<file path="src/rtl/alu_rr_arbiter.sv">
// alu_rr_arbiter: shares one registered 32-bit ALU among NREQ requesters.
// One operation in flight; the result and requester ID are returned on a
// single valid/ready response channel.
// Optional build macro: ALU_ARB_FIXED_PRIO_EN (lowest index wins, no rr_ptr).
module alu_rr_arbiter #(
  parameter int unsigned NREQ    = 4,
  parameter int unsigned ALU_LAT = 1
) (
  input  logic                      clk,
  input  logic                      rst,
  input  logic [NREQ-1:0]           req_valid,
  output logic [NREQ-1:0]           req_ready,
  input  logic [NREQ*32-1:0]        req_a,
  input  logic [NREQ*32-1:0]        req_b,
  input  logic [NREQ*4-1:0]         req_sel,
  output logic [31:0]               alu_a,
  output logic [31:0]               alu_b,
  output logic [3:0]                alu_sel,
  input  logic [63:0]               alu_out,
  output logic                      rsp_valid,
  input  logic                      rsp_ready,
  output logic [$clog2(NREQ)-1:0]   rsp_id,
  output logic [63:0]               rsp_data
);

  localparam int unsigned IDW  = $clog2(NREQ);
  localparam int unsigned CNTW = $clog2(ALU_LAT + 1);

  typedef enum logic [1:0] {
    IDLE = 2'd0,
    WAIT = 2'd1,
    RESP = 2'd2
  } state_t;

  state_t           state_q, state_d;
  logic [CNTW-1:0]  cnt_q, cnt_d;
  logic [31:0]      alu_a_d, alu_b_d;
  logic [3:0]       alu_sel_d;
  logic             rsp_valid_d;
  logic [IDW-1:0]   rsp_id_d;
  logic [63:0]      rsp_data_d;
`ifndef ALU_ARB_FIXED_PRIO_EN
  logic [IDW-1:0]   rr_ptr, rr_ptr_d;
`endif

  logic             gnt_any;
  logic [IDW-1:0]   gnt_idx;
  logic [IDW-1:0]   scan_idx;

  logic [31:0]      op_a   [NREQ];
  logic [31:0]      op_b   [NREQ];
  logic [3:0]       op_sel [NREQ];

  // Unpack the flat per-requester operand buses.
  for (genvar g = 0; g < NREQ; g++) begin : g_unpack
    assign op_a[g]   = req_a[g*32 +: 32];
    assign op_b[g]   = req_b[g*32 +: 32];
    assign op_sel[g] = req_sel[g*4 +: 4];
  end

`ifdef ALU_ARB_FIXED_PRIO_EN
  // Grant select: lowest valid index wins (scan downward, last hit is lowest).
  always_comb begin
    gnt_any  = 1'b0;
    gnt_idx  = '0;
    scan_idx = '0;
    for (int k = int'(NREQ) - 1; k >= 0; k--) begin
      scan_idx = IDW'(k);
      if (req_valid[scan_idx]) begin
        gnt_any = 1'b1;
        gnt_idx = scan_idx;
      end
    end
  end
`else
  // Grant select: first valid index at or after rr_ptr, wrapping.
  always_comb begin
    gnt_any  = 1'b0;
    gnt_idx  = '0;
    scan_idx = '0;
    for (int k = int'(NREQ) - 1; k >= 0; k--) begin
      scan_idx = IDW'((32'(rr_ptr) + 32'(k)) % NREQ);
      if (req_valid[scan_idx]) begin
        gnt_any = 1'b1;
        gnt_idx = scan_idx;
      end
    end
  end
`endif

  // Next-state and datapath-next logic; req_ready is the combinational grant.
  always_comb begin
    state_d     = state_q;
    cnt_d       = cnt_q;
    alu_a_d     = alu_a;
    alu_b_d     = alu_b;
    alu_sel_d   = alu_sel;
    rsp_valid_d = rsp_valid;
    rsp_id_d    = rsp_id;
    rsp_data_d  = rsp_data;
    req_ready   = '0;
`ifndef ALU_ARB_FIXED_PRIO_EN
    rr_ptr_d    = rr_ptr;
`endif
    case (state_q)
      IDLE: begin
        if (gnt_any) begin
          req_ready[gnt_idx] = 1'b1;
          alu_a_d   = op_a[gnt_idx];
          alu_b_d   = op_b[gnt_idx];
          alu_sel_d = op_sel[gnt_idx];
          rsp_id_d  = gnt_idx;
          cnt_d     = CNTW'(ALU_LAT);
          state_d   = WAIT;
`ifndef ALU_ARB_FIXED_PRIO_EN
          rr_ptr_d  = (gnt_idx == IDW'(NREQ - 1)) ? '0 : gnt_idx + IDW'(1);
`endif
        end
      end
      WAIT: begin
        if (cnt_q == '0) begin
          rsp_data_d  = alu_out;
          rsp_valid_d = 1'b1;
          state_d     = RESP;
        end else begin
          cnt_d = cnt_q - CNTW'(1);
        end
      end
      RESP: begin
        if (rsp_ready) begin
          rsp_valid_d = 1'b0;
          state_d     = IDLE;
        end
      end
      default: begin
        rsp_valid_d = 1'b0;
        state_d     = IDLE;
      end
    endcase
    // Keep the accept low while reset is held so no client sees a phantom grant.
    if (!rst) begin
      req_ready = '0;
    end
  end

  // State and datapath registers.
  always_ff @(posedge clk or negedge rst) begin
    if (!rst) begin
      state_q   <= IDLE;
      cnt_q     <= '0;
      alu_a     <= '0;
      alu_b     <= '0;
      alu_sel   <= '0;
      rsp_valid <= 1'b0;
      rsp_id    <= '0;
      rsp_data  <= '0;
`ifndef ALU_ARB_FIXED_PRIO_EN
      rr_ptr    <= '0;
`endif
    end else begin
      state_q   <= state_d;
      cnt_q     <= cnt_d;
      alu_a     <= alu_a_d;
      alu_b     <= alu_b_d;
      alu_sel   <= alu_sel_d;
      rsp_valid <= rsp_valid_d;
      rsp_id    <= rsp_id_d;
      rsp_data  <= rsp_data_d;
`ifndef ALU_ARB_FIXED_PRIO_EN
      rr_ptr    <= rr_ptr_d;
`endif
    end
  end

endmodule

</file>
<file path="config.mk">
export PLATFORM = sky130hd
export DESIGN_NAME = alu_rr_arbiter
export DESIGN_NICKNAME = d
export VERILOG_FILES = /design/src/rtl/alu_rr_arbiter.sv
export SDC_FILE = /design/constraint.sdc
export NUM_CORES = 1
export LEC_CHECK = 0
export BUFFER_PORTS_ARGS = -buffer_cell sky130_fd_sc_hd__buf_2
export CORE_AREA = 2 2 186 188
export DETAILED_ROUTE_END_ITERATION = 6
export DIE_AREA = 0 0 188 190
export PLACE_DENSITY = 0.56
export SLEW_MARGIN = 15
export SYNTH_ARGS = -nofsm -noshare
export SYNTH_HDL_FRONTEND = slang
export SYNTH_SLANG_ARGS = --single-unit
</file>
<file path="constraint.sdc">
create_clock -name clk -period 1.9 [get_ports clk]
set_clock_uncertainty 0.15 [all_clocks]
set_input_delay 0.19 -clock clk [delete_from_list [all_inputs] [get_ports clk]]
set_output_delay 0.19 -clock clk [all_outputs]
set_load 0.03 [all_outputs]
</file>
==> summary.txt <==
shortest period the worst path allows - 2.383 ns
Die W - 188 microns
crit end category - register
Comb pwr share - 62.0%
Initial DRC Count - 404
Slew Viols, Final - 0
CP required - 2.06 ns
Peak VDD IR - 0.0008537 V
number of synthesized register bits - 140
R2R cell count - 11
post-synthesis sequential area ratio - 49.75%
gr usage total - 18.11%
Ports - 482
Reg-to-Reg Start - rr_ptr[1]$_DFFE_PN0P_
final worst path period share - 125.4%
Final ANT Viol Nets - 0
outcome - complete, but fails checks
commonest non-fill, non-tap cell in the layout - buf_2
Clock Path Buffers - 2
Congestion Overflow GR - 0
core area - 33950 sq um
vias per cell - 4.558
Tightest Pin Transition - 0.5549 ns
crit-path max FO - 6
Power Dens Cells - 1518 nW/um^2
endpoints failing setup - 72
worst hold-check path type - in2reg
Clock transition at path regs - 0.07 ns
max_slew headroom - 63.01%
most frequent cells in the layout - buf_2, dlygate4sd3_1, dfrtp_1, mux2_2, mux2_4
Die Y - 190 microns
Setup CP Type - reg2reg
DRT Pass-1 Iters - 5
CTS tree - built
Syn Area/Cell - 12.38 sq um
post-DR wirelength/cell - 18.97 microns
Worst-Skew Late Latency - 0.44 ns
root buf cell - clkbuf_16
count of cell types in the netlist - 37
critical path startpoint category - register
non-filler instance count after layout - 1917
internal power - 13.58 mW
GP Congestion - 0.8322
hold slack - 0.01670 ns
synthesized instance count - 569
Die ar. - 35720 sq um
unrepaired setup endpoints after global routing - true
crit path to - alu_b[23]$_DFFE_PN0P_
mapped cell area - 7042 sq um
Via Count - 8737
reg-to-reg slack, setup - -0.48 ns
YS warnings - 0
DP Cell Count - 1515
vias in the first global route - 9252
sequential power share - 22.9%
# clock sinks - 140
Rows - 68
share of cells above drive strength 1 - 60.34%
PortBufs - 481
register area - 3503 sq um
fin worst setup slack - -0.4833 ns
Sw Share - 43.64%
Starting Density - 20.74%
Clk pwr share - 15.1%
sw power - 10.52 mW
CTS Buf Count - 17
H-Tree Level Count - 4
Remaining DRCs - 0
overall power - 24.10 mW
Synth-to-Final Area Change - 125.4%
Peak Freq - 0.4196 GHz
crit path DAT - 2.55 ns
filler cell count - 2950
dpl hpwl - 20.13 mm
Multi-input gate area - 4151 sq um
Syn Nets - 913
initial antenna violation count - 2
first-pass GRT wire length - 50.45 mm
crit path from - rr_ptr[1]$_DFFE_PN0P_
count of final hold-check violations - 0
reg2reg end - alu_b[23]$_DFFE_PN0P_
# Max-Cap Violations - 0
failing checks - setup timing
pin count of the biggest net entering global routing - 73
Leak - 7.493 nW
WL final - 36.36 mm
NumNets Final - 1791
[layer usage]
| metal | global-route usage, % | vias up | wire [microns] |
|---|---|---|---|
| li1 | - | 3894 | - |
| met1 | 20.45 | 4248 | 14010 |
| met2 | 32.23 | 489 | 18560 |
| met3 | 4.243 | 106 | 2283 |
| met4 | 8.540 | 0 | 1512 |
| met5 | 0 | - | 0 |
[cell families (layout without fill, tap and decap cells)]
logic type	Yosys count	count (layout)	share of synthesized area (%)
multiplexers	199	199	30.69
adder cells (fa/ha/maj)	1	1	0.1777
buffers and inverters	50	941	4.353
flip-flops	140	140	49.75
other	0	2	0
AO/OA/AOI/OAI	149	149	12.86
AND/OR/NAND/NOR	30	30	2.168
[timing repair]
action	CTS	global route
setup endpoints to repair	72	117
hold endpoints to repair	274	0
resized for setup	71	194
hold buffers	306	0
pin swaps	17	36
cloned	4	8
setup buffers	28	27
[worst min-delay path by stage]
stage | to | start | depth (start not counted) | slack (ns)
5_1_grt | alu_a[27]$_DFFE_PN0P_ | req_a[27] | 4 | 0.004
2_1_floorplan | alu_a[0]$_DFFE_PN0P_ | rst | 0 | -0.26
4_1_cts | alu_sel[2]$_DFFE_PN0P_ | req_sel[2] | 4 | 0.001
3_3_place_gp | cnt_q$_DFFE_PN0P_ | rst | 1 | -0.12
6_report | alu_a[24]$_DFFE_PN0P_ | req_a[24] | 4 | 0.02
3_5_place_dp | cnt_q$_DFFE_PN0P_ | rst | 1 | -0.11
[worst max-delay path, stage by stage, from the launching register on]
cell and delay, ns:
dfrtp_1 0.42, mux2_4 0.32, o221ai_4 0.22, buf_12 0.15, buf_6 0.09, buf_12 0.12, buf_12 0.13, buf_12 0.13
buf_8 0.11, buf_6 0.09, mux2i_2 0.22, a21oi_2 0.09
[registers in the layout (all words and copies together) (netlist names)]
signal	count
rsp_data	64
state_q	2
rsp_valid	1
rsp_id	2
alu_b	32
alu_a	32
rr_ptr	2
alu_sel	4
cnt_q	1
[Yosys cell counts]
| cell type | n | share of area (%) |
|---|---|---|
| a311oi_2 | 1 | 0.21 |
| o21ai_2 | 1 | 0.12 |
| clkbuf_1 | 16 | 0.85 |
| nor2_1 | 8 | 0.43 |
| a21boi_1 | 1 | 0.11 |
| or3b_1 | 1 | 0.12 |
| buf_2 | 17 | 1.2 |
| o22ai_1 | 39 | 3.5 |
| a211oi_1 | 1 | 0.11 |
| buf_6 | 5 | 0.80 |
| o221ai_2 | 1 | 0.21 |
| a22oi_1 | 28 | 3.0 |
| a221o_1 | 1 | 0.14 |
| mux2_4 | 1 | 0.21 |
| a21o_1 | 2 | 0.21 |
| mux2i_1 | 67 | 9.5 |
| inv_1 | 4 | 0.21 |
| mux2_2 | 123 | 20 |
| nand2b_1 | 1 | 0.089 |
| o21ai_0 | 1 | 0.071 |
| a21oi_1 | 43 | 3.1 |
| o211ai_1 | 1 | 0.11 |
| ha_1 | 1 | 0.18 |
| o21ai_1 | 29 | 2.1 |
| or3_1 | 1 | 0.089 |
| inv_2 | 1 | 0.053 |
| nor4_2 | 1 | 0.18 |
| nor2b_1 | 1 | 0.089 |
| buf_4 | 1 | 0.11 |
| nand2_1 | 12 | 0.64 |
| dfrtp_1 | 140 | 50 |
| buf_8 | 5 | 1.1 |
| mux2_1 | 8 | 1.3 |
| and3_1 | 2 | 0.18 |
| nor3_2 | 2 | 0.28 |
| buf_1 | 1 | 0.053 |
| nor3_1 | 1 | 0.071 |
[metrics by stage]
stage,setup slack [ns],TNS [ns],cell area (sq um),utilization (%)
floorplan,-0.08094,-4.296,7123,-
global placement,-0.2438,-13.71,10380,30.58
detailed placement,-0.2788,-15.80,10380,30.58
CTS,-0.5484,-31.37,14700,43.30
global route,-0.5492,-30.67,15870,46.75
finish,-0.4833,-24.96,15870,46.75
[cell type report]
class	instances	area share, %
antenna	2	0.03154
clock buffer	17	2.681
clock inverter	15	1.254
inverter	5	0.1498
multi-input combinational	379	26.16
sequential	140	22.08
tap	455	3.587
timing repair buffer	904	44.06
[power groups by stage]
stage / clock, mW / combinational [mW] / sequential (mW)
2_1_floorplan: 0 / 4.61 / 8.17
3_3_place_gp: 0 / 11.1 / 5.31
3_5_place_dp: 0 / 11.2 / 5.36
4_1_cts: 3.76 / 12.7 / 5.36
5_1_grt: 3.87 / 15.7 / 5.67
6_report: 3.63 / 15.0 / 5.51
Power figures use the tool's default switching activity.
